===== config.mk =====
export PLATFORM = sky130hd
export DESIGN_NAME = i2c_poll_sequencer_flat
export DESIGN_NICKNAME = d
export VERILOG_FILES = /design/src/rtl/i2c_poll_sequencer_if.sv /design/src/rtl/i2c_poll_sequencer.sv /design/src/flat_wrapper.sv
export SDC_FILE = /design/constraint.sdc
export NUM_CORES = 1
export LEC_CHECK = 0
export ABC_AREA = 1
export CORE_MARGIN = 2
export CORE_UTILIZATION = 45
export DETAILED_ROUTE_END_ITERATION = 10
export PLACE_DENSITY = 0.68
export SLEW_MARGIN = 0
export SYNTH_ARGS = -nofsm -noshare
export SYNTH_HDL_FRONTEND = slang
export SYNTH_SLANG_ARGS = --single-unit
export TNS_END_PERCENT = 10

===== constraint.sdc =====
create_clock -name clock -period 8.6 [get_ports clock]
set_clock_uncertainty 0.05 [all_clocks]
set_input_delay 1.72 -clock clock [delete_from_list [all_inputs] [get_ports clock]]
set_output_delay 1.72 -clock clock [all_outputs]
set_load 0.05 [all_outputs]

===== src/rtl/i2c_poll_sequencer_if.sv =====
// Avalon-MM master bus toward the I2C bridge plus the tagged result stream.
// Handshakes: an Avalon request (address/writedata/read/write) stays stable until the
// cycle with request & ~m_waitrequest; a result word stays stable until res_valid & res_ready.
interface i2c_poll_sequencer_if #(
  parameter int SLOT_W = 2
) ();
  logic [2:0]        m_address;
  logic              m_write;
  logic              m_read;
  logic [31:0]       m_writedata;
  logic [31:0]       m_readdata;
  logic              m_waitrequest;
  logic              res_valid;
  logic              res_ready;
  logic [31:0]       res_data;
  logic [SLOT_W-1:0] res_slot;
  logic              res_last;
  logic              res_error;

  modport master (
    output m_address, m_write, m_read, m_writedata,
    input  m_readdata, m_waitrequest,
    output res_valid, res_data, res_slot, res_last, res_error,
    input  res_ready
  );

  modport slave (
    input  m_address, m_write, m_read, m_writedata,
    output m_readdata, m_waitrequest,
    input  res_valid, res_data, res_slot, res_last, res_error,
    output res_ready
  );
endinterface


===== src/rtl/i2c_poll_sequencer.sv =====
// Autonomous poller: per enabled slot writes a register pointer through the I2C bridge,
// reads the requested bytes, drains the bridge FIFO and streams the words with slot tags.
module i2c_poll_sequencer #(
  parameter int NUM_SLOTS   = 4,
  parameter int SLOT_W      = 2,
  parameter int POLL_PERIOD = 50000,
  parameter int WAIT_LIMIT  = 65535
) (
  input  logic              clock,
  input  logic              reset,
  input  logic              enable,
  input  logic              cfg_we,
  input  logic [SLOT_W-1:0] cfg_slot,
  input  logic [6:0]        cfg_addr,
  input  logic [7:0]        cfg_reg,
  input  logic [7:0]        cfg_nbytes,
  i2c_poll_sequencer_if.master bus,
  output logic              busy,
  output logic              round_done,
  output logic              timeout_err,
  output logic [4:0]        state_dbg
);

  localparam int PER_W  = $clog2(POLL_PERIOD) + 1;
  localparam int WAIT_W = $clog2(WAIT_LIMIT + 1);

  typedef enum logic [4:0] {
    S_IDLE, S_SCAN, S_W_ADDR, S_W_RW0, S_W_PTR, S_W_NB1, S_W_ENA0, S_POLL_W, S_ACK_W,
    S_W_RW1, S_W_NBN, S_W_ENA1, S_POLL_R, S_ACK_R, S_RD_USED, S_POP, S_EMIT, S_NEXT
  } state_t;

  state_t state, state_d;

  logic [6:0]        tbl_addr [NUM_SLOTS];
  logic [7:0]        tbl_reg  [NUM_SLOTS];
  logic [7:0]        tbl_nb   [NUM_SLOTS];
  logic [SLOT_W-1:0] slot_q;
  logic [6:0]        l_addr;
  logic [7:0]        l_reg;
  logic [7:0]        l_nb;
  logic [15:0]       cnt_q;
  logic [31:0]       res_data_q;
  logic              res_last_q;
  logic              res_err_q;
  logic [PER_W-1:0]  period_cnt;
  logic              pending;
  logic [WAIT_W-1:0] wait_cnt;

  logic [2:0]  m_address_c;
  logic [31:0] m_writedata_c;
  logic        m_write_c, m_read_c;
  logic        req, xfer_done, tick, last_slot, round_end;

  assign req       = m_write_c | m_read_c;
  assign xfer_done = req & ~bus.m_waitrequest;
  assign tick      = enable && (period_cnt == PER_W'(POLL_PERIOD - 1));
  assign last_slot = (slot_q == SLOT_W'(NUM_SLOTS - 1));

  assign bus.m_address   = m_address_c;
  assign bus.m_write     = m_write_c;
  assign bus.m_read      = m_read_c;
  assign bus.m_writedata = m_writedata_c;
  assign bus.res_valid   = (state == S_EMIT);
  assign bus.res_data    = res_data_q;
  assign bus.res_slot    = slot_q;
  assign bus.res_last    = res_last_q;
  assign bus.res_error   = res_err_q;
  assign busy            = (state != S_IDLE);
  assign state_dbg       = state;

  // Table writes land immediately; the slot in progress works from its latched copy.
  always_ff @(posedge clock or posedge reset) begin
    if (reset) begin
      for (int i = 0; i < NUM_SLOTS; i++) begin
        tbl_addr[i] <= '0;
        tbl_reg[i]  <= '0;
        tbl_nb[i]   <= '0;
      end
    end else if (cfg_we) begin
      tbl_addr[cfg_slot] <= cfg_addr;
      tbl_reg[cfg_slot]  <= cfg_reg;
      tbl_nb[cfg_slot]   <= cfg_nbytes;
    end
  end

  always_comb begin
    state_d       = state;
    m_address_c   = 3'd0;
    m_writedata_c = 32'd0;
    m_write_c     = 1'b0;
    m_read_c      = 1'b0;
    round_end     = 1'b0;
    case (state)
      S_IDLE:    if (enable && (tick || pending)) state_d = S_SCAN;
      S_SCAN: begin
        if (!enable) state_d = S_IDLE;
        else if (tbl_nb[slot_q] != 8'd0) state_d = S_W_ADDR;
        else if (last_slot) begin
          state_d   = S_IDLE;
          round_end = 1'b1;
        end
      end
      S_W_ADDR:  begin m_write_c = 1'b1; m_address_c = 3'd0; m_writedata_c = {25'd0, l_addr};
                       if (xfer_done) state_d = S_W_RW0; end
      S_W_RW0:   begin m_write_c = 1'b1; m_address_c = 3'd2;
                       if (xfer_done) state_d = S_W_PTR; end
      S_W_PTR:   begin m_write_c = 1'b1; m_address_c = 3'd1; m_writedata_c = {24'd0, l_reg};
                       if (xfer_done) state_d = S_W_NB1; end
      S_W_NB1:   begin m_write_c = 1'b1; m_address_c = 3'd4; m_writedata_c = 32'd1;
                       if (xfer_done) state_d = S_W_ENA0; end
      S_W_ENA0:  begin m_write_c = 1'b1; m_address_c = 3'd3; m_writedata_c = 32'd1;
                       if (xfer_done) state_d = S_POLL_W; end
      S_POLL_W:  begin m_read_c = 1'b1; m_address_c = 3'd3;
                       if (xfer_done && bus.m_readdata == 32'd0) state_d = S_ACK_W; end
      S_ACK_W:   begin m_read_c = 1'b1; m_address_c = 3'd5;
                       if (xfer_done) state_d = (bus.m_readdata != 32'd0) ? S_EMIT : S_W_RW1; end
      S_W_RW1:   begin m_write_c = 1'b1; m_address_c = 3'd2; m_writedata_c = 32'd1;
                       if (xfer_done) state_d = S_W_NBN; end
      S_W_NBN:   begin m_write_c = 1'b1; m_address_c = 3'd4; m_writedata_c = {24'd0, l_nb};
                       if (xfer_done) state_d = S_W_ENA1; end
      S_W_ENA1:  begin m_write_c = 1'b1; m_address_c = 3'd3; m_writedata_c = 32'd1;
                       if (xfer_done) state_d = S_POLL_R; end
      S_POLL_R:  begin m_read_c = 1'b1; m_address_c = 3'd3;
                       if (xfer_done && bus.m_readdata == 32'd0) state_d = S_ACK_R; end
      S_ACK_R:   begin m_read_c = 1'b1; m_address_c = 3'd5;
                       if (xfer_done) state_d = (bus.m_readdata != 32'd0) ? S_EMIT : S_RD_USED; end
      S_RD_USED: begin m_read_c = 1'b1; m_address_c = 3'd6;
                       if (xfer_done) state_d = (bus.m_readdata[15:0] == 16'd0) ? S_NEXT : S_POP; end
      S_POP:     begin m_read_c = 1'b1; m_address_c = 3'd1;
                       if (xfer_done) state_d = S_EMIT; end
      S_EMIT:    if (bus.res_ready) state_d = (res_err_q || res_last_q) ? S_NEXT : S_POP;
      S_NEXT: begin
        if (last_slot) begin
          state_d   = S_IDLE;
          round_end = 1'b1;
        end else if (!enable) state_d = S_IDLE;
        else state_d = S_SCAN;
      end
      default:   state_d = S_IDLE;
    endcase
  end

  always_ff @(posedge clock or posedge reset) begin
    if (reset) begin
      state       <= S_IDLE;
      slot_q      <= '0;
      l_addr      <= '0;
      l_reg       <= '0;
      l_nb        <= '0;
      cnt_q       <= '0;
      res_data_q  <= '0;
      res_last_q  <= 1'b0;
      res_err_q   <= 1'b0;
      period_cnt  <= '0;
      pending     <= 1'b0;
      wait_cnt    <= '0;
      timeout_err <= 1'b0;
      round_done  <= 1'b0;
    end else begin
      state      <= state_d;
      round_done <= round_end;

      if (!enable || tick) period_cnt <= '0;
      else                 period_cnt <= period_cnt + 1'b1;

      // Only one missed tick is remembered; it restarts the next round right after this one.
      if (!enable || state == S_IDLE) pending <= 1'b0;
      else if (tick)                  pending <= 1'b1;

      if (req && bus.m_waitrequest) begin
        if (wait_cnt != WAIT_W'(WAIT_LIMIT)) wait_cnt <= wait_cnt + 1'b1;
        if (wait_cnt == WAIT_W'(WAIT_LIMIT - 1)) timeout_err <= 1'b1;
      end else begin
        wait_cnt <= '0;
      end

      case (state)
        S_IDLE: slot_q <= '0;
        S_SCAN: if (enable) begin
          if (tbl_nb[slot_q] != 8'd0) begin
            l_addr <= tbl_addr[slot_q];
            l_reg  <= tbl_reg[slot_q];
            l_nb   <= tbl_nb[slot_q];
          end else if (!last_slot) begin
            slot_q <= slot_q + 1'b1;
          end
        end
        S_ACK_W, S_ACK_R: if (xfer_done && bus.m_readdata != 32'd0) begin
          res_err_q  <= 1'b1;
          res_data_q <= 32'd0;
          res_last_q <= 1'b1;
        end
        S_RD_USED: if (xfer_done) begin
          cnt_q     <= bus.m_readdata[15:0];
          res_err_q <= 1'b0;
        end
        // Pop everything the FIFO reports, even beyond nbytes, so the bridge is left empty.
        S_POP: if (xfer_done) begin
          res_data_q <= bus.m_readdata;
          res_last_q <= (cnt_q == 16'd1);
          cnt_q      <= cnt_q - 1'b1;
          res_err_q  <= 1'b0;
        end
        S_NEXT: if (!last_slot && enable) slot_q <= slot_q + 1'b1;
        default: ;
      endcase
    end
  end

endmodule


===== src/flat_wrapper.sv =====
// flat-port wrapper written by rule: the top's interface ports become plain ports
module i2c_poll_sequencer_flat 
#(
  parameter int NUM_SLOTS   = 4,
  parameter int SLOT_W      = 2,
  parameter int POLL_PERIOD = 50000,
  parameter int WAIT_LIMIT  = 65535
)
  (clock, reset, enable, cfg_we, cfg_slot, cfg_addr, cfg_reg, cfg_nbytes, busy, round_done, timeout_err, state_dbg, bus_m_address, bus_m_write, bus_m_read, bus_m_writedata, bus_m_readdata, bus_m_waitrequest, bus_res_valid, bus_res_data, bus_res_slot, bus_res_last, bus_res_error, bus_res_ready);
  i2c_poll_sequencer_if #(.SLOT_W(SLOT_W)) bus_i ();
  input  logic clock;
  input  logic reset;
  input  logic enable;
  input  logic cfg_we;
  input  logic [SLOT_W-1:0] cfg_slot;
  input  logic [6:0] cfg_addr;
  input  logic [7:0] cfg_reg;
  input  logic [7:0] cfg_nbytes;
  output logic busy;
  output logic round_done;
  output logic timeout_err;
  output logic [4:0] state_dbg;
  output wire logic [$bits(bus_i.m_address)-1:0] bus_m_address;
  output wire logic [$bits(bus_i.m_write)-1:0] bus_m_write;
  output wire logic [$bits(bus_i.m_read)-1:0] bus_m_read;
  output wire logic [$bits(bus_i.m_writedata)-1:0] bus_m_writedata;
  input wire logic [$bits(bus_i.m_readdata)-1:0] bus_m_readdata;
  input wire logic [$bits(bus_i.m_waitrequest)-1:0] bus_m_waitrequest;
  output wire logic [$bits(bus_i.res_valid)-1:0] bus_res_valid;
  output wire logic [$bits(bus_i.res_data)-1:0] bus_res_data;
  output wire logic [$bits(bus_i.res_slot)-1:0] bus_res_slot;
  output wire logic [$bits(bus_i.res_last)-1:0] bus_res_last;
  output wire logic [$bits(bus_i.res_error)-1:0] bus_res_error;
  input wire logic [$bits(bus_i.res_ready)-1:0] bus_res_ready;
  assign bus_m_address = bus_i.m_address;
  assign bus_m_write = bus_i.m_write;
  assign bus_m_read = bus_i.m_read;
  assign bus_m_writedata = bus_i.m_writedata;
  assign bus_i.m_readdata = bus_m_readdata;
  assign bus_i.m_waitrequest = bus_m_waitrequest;
  assign bus_res_valid = bus_i.res_valid;
  assign bus_res_data = bus_i.res_data;
  assign bus_res_slot = bus_i.res_slot;
  assign bus_res_last = bus_i.res_last;
  assign bus_res_error = bus_i.res_error;
  assign bus_i.res_ready = bus_res_ready;
  i2c_poll_sequencer #(.NUM_SLOTS(NUM_SLOTS), .SLOT_W(SLOT_W), .POLL_PERIOD(POLL_PERIOD), .WAIT_LIMIT(WAIT_LIMIT)) u_core (.clock(clock), .reset(reset), .enable(enable), .cfg_we(cfg_we), .cfg_slot(cfg_slot), .cfg_addr(cfg_addr), .cfg_reg(cfg_reg), .cfg_nbytes(cfg_nbytes), .bus(bus_i), .busy(busy), .round_done(round_done), .timeout_err(timeout_err), .state_dbg(state_dbg));
endmodule

==> results of run 1 <==
[routing by layer]
metal	vias to the layer above	wire, µm
met3	29	1340
met1	4201	12400
met4	0	456
met5	-	0
li1	4482	-
met2	282	11100
[cell families (layout without fill, tap and decap cells)]
| family | count (synthesis) | in the layout | synth area share (%) |
|---|---|---|---|
| AND/OR/NAND/NOR | 628 | 628 | 24.6 |
| adder cells (fa/ha/maj) | 6 | 6 | 0.724 |
| buffers and inverters | 200 | 297 | 8.68 |
| XOR/XNOR | 14 | 14 | 1.18 |
| other | 1 | 24 | 0.0362 |
| AO/OA/AOI/OAI | 279 | 279 | 14.5 |
| flip-flops | 208 | 208 | 50.2 |
[how the worst min path moves through the flow]
stage | endpoint | depth (start not counted) | slack (ps)
finish | u_core.period_cnt[0]$_DFF_PP0_ | 1 | 410
detailed placement | u_core.period_cnt[0]$_DFF_PP0_ | 1 | 400
CTS | u_core.period_cnt[0]$_DFF_PP0_ | 1 | 410
global placement | u_core.period_cnt[0]$_DFF_PP0_ | 1 | 400
global route | u_core.period_cnt[0]$_DFF_PP0_ | 1 | 440
floorplan | u_core.period_cnt[0]$_DFF_PP0_ | 1 | 380
[layout by cell type (no fill, tap or decap), types with 11 or more instances in the layout]
cell type          n
a21oi_1           27
clkbuf_16         25
clkdlybuf4s50_1  120
conb_1            24
dfrtp_1          208
inv_1            118
nand2_1          371
nand3_1           54
nand4_1           13
nor2_1           149
nor3_1            12
o21ai_0          188
o21ai_1           16
o22ai_1           18
xor2_1            11
[where the power goes]
group | internal [mW] | switching, mW | leakage (nW)
Clock | 0.614 | 0.386 | 0.388
Sequential | 1.07 | 0.0459 | 2.71
Combinational | 0.0815 | 0.137 | 2.71
[layout make-up]
type | instances | share of cell area [%]
multi-input combinational | 951 | 35.0
inverter | 123 | 3.77
sequential | 208 | 41.8
clock buffer | 40 | 5.96
clock inverter | 4 | 0.362
timing repair buffer | 130 | 10.3
tap | 285 | 2.86
[critical path, stage by stage, from the launching register on]
cell and delay (ps):
dfrtp_1 450, inv_1 80, nor2_1 180, nand2_1 120, nor2_4 80, buf_4 470
inv_1 380, nand4_1 190, clkdlybuf4s50_1 850
[metrics by stage]
step | util, % | hold slack [ps] | total power, mW | worst slack [ps]
after floorplan | - | 383 | 1.28 | 1150
after CTS | 55.0 | 408 | 2.36 | 3470
after global routing | 55.0 | 443 | 2.44 | 3240
final | 55.0 | 408 | 2.33 | 3490
after detailed placement | 51.5 | 400 | 1.35 | 4040
after global placement | 51.5 | 399 | 1.34 | 4060
==> impl_results.md, run 1 <==
* Multi-input logic area at around 4400 µm²
* Global route overflow at 0
* Reg2reg path depth at 14
* Met1 Use GR at 31.4%
* Req. time, crit path at just under 7000 ps
* H-tree Lvls at 1
* Min Tclk post-route at between 5000 and 6000 ps
* Via count of the routed design at between 8000 and 9000
* MaxCap Viol Count at 0
* Register Area at 5200 µm²
* N_diodes at 0
* Pleak at 5.81 nW
* Fraction of layout cells with a size suffix above 1 at ~5.2%
* Synth unique cells at 40
* R2r endpoint: u_core.state_dbg[1]$_DFFE_PP0P_
* Area growth from synthesis to layout at 20.1%
* Slew margin rel. at 27.1%
* Post-CTS Setup Repair Bufs at 0
* Type of the worst min-delay path: reg -> reg
* Critical Path End: bus_m_address[0]
* Crit path from: u_core.state_dbg[2]$_DFFE_PP0P_
* GRT Overall Usage at between 20% and 30%
* Cell count after synthesis at 1336
* First-pass DRT Iterations at 5
* Seq cells post-synth at 208
* Number of setup violations in the final report at 0
* Share of the synthesized area in the top cell type at 50.2%
* Final Slew Violations at 0
* CTS Buf Count at 24
* Post-place instance area at 11700 µm²
* Post-synth EDFFs at 0
* RSZ-0062 raised after global routing: no
* Largest net degree at the start of global routing at 150
* Worst Hold Launch: u_core.period_cnt[0]$_DFF_PP0_
* Avg Synthesized Cell Area at 7.76 µm²
* FF-to-FF setup slack at around 5300 ps
* Gr busiest metal: met2
* Area of the die at 24300 µm²
* Iter 0 DRT Violations at 798
* Tcrit/Tclk final at 59.4%
* Critical Path End Type: primary output
* Initial antenna violation count at 0
* Placed cell count at 1697
* Die height at about 160 µm
* Ports at 145
* Drt drc at 0
* Seq/Total Area, Yosys at 50.2%
* Clock tree sinks at 208
* Crit Path Max Fanout at 59
* Number of cell rows at 55
* Root buffer cell: clkbuf_16
* Die X at 156 µm
* Post-synth ARST share at 100%
* Primary FF master, synth: dfrtp_1
* WS Path Type: reg -> out
* Final ANT Viol Nets at 0
* Clock latency at the later pin of the worst-skew pair at 500 ps
* Core footprint at 22600 µm²
* Synthesis Warnings at 0
* DRT Wirelength at 25300 µm
* First-pass GRT wire length at 42000 µm
* Vias in the first global route at 8310
* GR Util met3 at 2.67%
* Nets at 1507
* GPL Wtd Cong at 0.891
* Cell with the most instances after synthesis: nand2_1
* Yosys top cell by area: dfrtp_1
* Clock Path Buffers at 3
* Fillers at between 2000 and 2500
* Met2 Usage GRT at 32.8%
* Synthesized area at 10400 µm²
* Actual slew at the worst max-slew pin at 1090 ps
* Top post-synthesis cells by area: dfrtp_1, nand2_1, o21ai_0
* Reg2reg start: u_core.bus.res_slot[0]$_DFFE_PP0P_
* Design area at 12400 µm²
* Cell Pwr Density at approximately 190 nW/µm²
* Post-route insts no fill at roughly 1700
* CTS tree: yes
* TNS Setup at 0 ps
* Synth top cells by count: nand2_1, dfrtp_1, o21ai_0
* DR vias/cell at 5.17
* CTS resizes at 0
* Critical path arrival at 3340 ps
* DR WL/cell at 14.5 µm
* Port buffer count at 120
* Worst ir drop on vdd at 0.165 mV
* Clk pin slew, worst setup/hold paths at 60 ps
* Status: finished, final reports clean
* Initial Util at between 40% and 50%
* Final-report hold violation count at 0
* Fmax at 196 MHz
* Post-DP HPWL at 16800 µm
* Hold-fix buffers, CTS at 0
* Crit start category: register
No activity file was read; power rests on OpenSTA's default activity.
==> inputs of run 2 (changes only) <==
- clock period: 8.6 -> 4.9 ns (I/O delays scaled with it)
==> run 2 against run 1 <==
Net effect: flip-flop and latch count is the same; utilization barely moved; die area is the same.
==> impl_results.md, run 2 (synthesis results as in run 1) <==
* Fillers at 2154
* CTS Buf Count at 24
* Root buffer cell: clkbuf_16
* Final-report hold violation count at 0
* Ports at 145
* Number of setup violations in the final report at 0
* Final ANT Viol Nets at 0
* Fmax at 236 MHz
* First-pass GRT wire length at approximately 42000 µm
* Post-place instance area at 11700 µm²
* N_diodes at 0
* Die X at 156 µm
* Nets at around 1500
* H-tree Lvls at 1
* Status: finished, final reports clean
* Crit Path Max Fanout at 9
* Multi-input logic area at 4350 µm²
* Design area at 12500 µm²
* Type of the worst min-delay path: reg -> reg
* Min Tclk post-route at 4240 ps
* Number of cell rows at 55
* Fraction of layout cells with a size suffix above 1 at 5.36%
* GRT Overall Usage at 20.8%
* Area growth from synthesis to layout at 20.2%
* Clock tree sinks at 208
* Port buffer count at 120
* Die height at 156 µm
* Global route overflow at 0
* Post-CTS Setup Repair Bufs at 0
* Critical Path End Type: primary output
* GPL Wtd Cong at 0.851
* Critical path arrival at approximately 3200 ps
* DR WL/cell at 14.5 µm
* Drt drc at 0
* Largest net degree at the start of global routing at 153
* Final Slew Violations at 0
* Clk pin slew, worst setup/hold paths at 60 ps
* CTS resizes at 0
* Worst ir drop on vdd at 0.220 mV
* Pwr Total at 4.08 mW
* Hold-fix buffers, CTS at 0
* Initial antenna violation count at 0
* Commonest cells after routing, fill and taps aside: nand2_1, dfrtp_1, o21ai_0
* Actual slew at the worst max-slew pin at 873 ps
* Clock Path Buffers at 3
* Area of the die at roughly 24000 µm²
* Slew margin rel. at between 40% and 50%
* Register Area at 5200 µm²
* Core footprint at 22600 µm²
* WS Path Type: reg -> out
* First-pass DRT Iterations at 5
* Hold_ws at 408 ps
* Cell Pwr Density at 328 nW/µm²
* Placed cell count at between 1500 and 2000
* Via count of the routed design at 8862
* DR vias/cell at 5.09
* Tcrit/Tclk final at 86.6%
* Post-route insts no fill at 1740
* Pleak at between 5 and 6 nW
* Req. time, crit path at 3870 ps
* TNS Setup at 0 ps
* Initial Util at 45.8%
* Vias in the first global route at 8289
* Clock latency at the later pin of the worst-skew pair at 520 ps
* Crit start category: register
* DRT Wirelength at 25200 µm
* Post-DP HPWL at 16900 µm
* Commonest non-fill, non-tap cell in the layout: nand2_1
* Iter 0 DRT Violations at 645
* RSZ-0062 raised after global routing: no
* CTS tree: yes
* MaxCap Viol Count at 0
==> run 2: cell types whose count changed in the layout (fill, tap and decap cells not counted), sizes merged <==
cell / delta
clkinvlp: +2
clkbuf: -4
buf: +2
clkinv: -1
==> run 2: report_power, final <==
| part | total, mW | switching (mW) | internal, mW |
|---|---|---|---|
| Combinational | 0.384 | 0.239 | 0.145 |
| Sequential | 1.96 | 0.0816 | 1.87 |
| Clock | 1.74 | 0.685 | 1.05 |
| Total | 4.08 | 1.01 | 3.07 |
==> run 2: critical path, stage by stage, from the launching register on <==
cell	delay [ps]
dfrtp_1	470
inv_2	150
nand2_2	70
nor2_2	210
inv_1	60
nor2_1	450
inv_1	150
o22ai_1	150
a21oi_1	60
nand4_1	90
clkdlybuf4s50_1	850
==> run 2: stage by stage <==
step	util, %	setup slack (ps)
after detailed placement	51.6	1140
after global routing	55.0	386
after global placement	51.6	1220
final	55.0	659
after CTS	55.0	583
after floorplan	-	1170
==> run 2: path summary, 6_finish.rpt <==
path | start | to | slack, ps | depth (start not counted)
max reg2reg | u_core.bus.res_slot[0]$_DFFE_PP0P_ | u_core.state_dbg[1]$_DFFE_PP0P_ | 1800 | 14
max | u_core.state_dbg[4]$_DFFE_PP0P_ | bus_m_writedata[0] | 660 | 10
min reg2reg | u_core.period_cnt[0]$_DFF_PP0_ | u_core.period_cnt[0]$_DFF_PP0_ | 410 | 1
min | u_core.period_cnt[0]$_DFF_PP0_ | u_core.period_cnt[0]$_DFF_PP0_ | 410 | 1
max in group asynchronous | reset | u_core.tbl_addr[3]$_DFFE_PP0P_ | 3140 | 3
min in group asynchronous | reset | u_core.round_done$_DFF_PP0_ | 1010 | 3
==> run 2: area by class of cell <==
cell class / count / share of cell area (%)
tap: 285 / 2.86
multi-input combinational: 951 / 35.0
timing repair buffer: 132 / 10.5
clock inverter: 5 / 0.422
clock buffer: 36 / 5.76
sequential: 208 / 41.8
inverter: 123 / 3.74
==> run 2: routing by layer <==
metal | vias to the layer above | routed length (µm) | track usage (%)
met5 | - | 0 | 0
li1 | 4482 | - | -
met3 | 29 | 1250 | 2.89
met4 | 0 | 391 | 4.28
met2 | 227 | 11100 | 32.7
met1 | 4124 | 12400 | 31.1
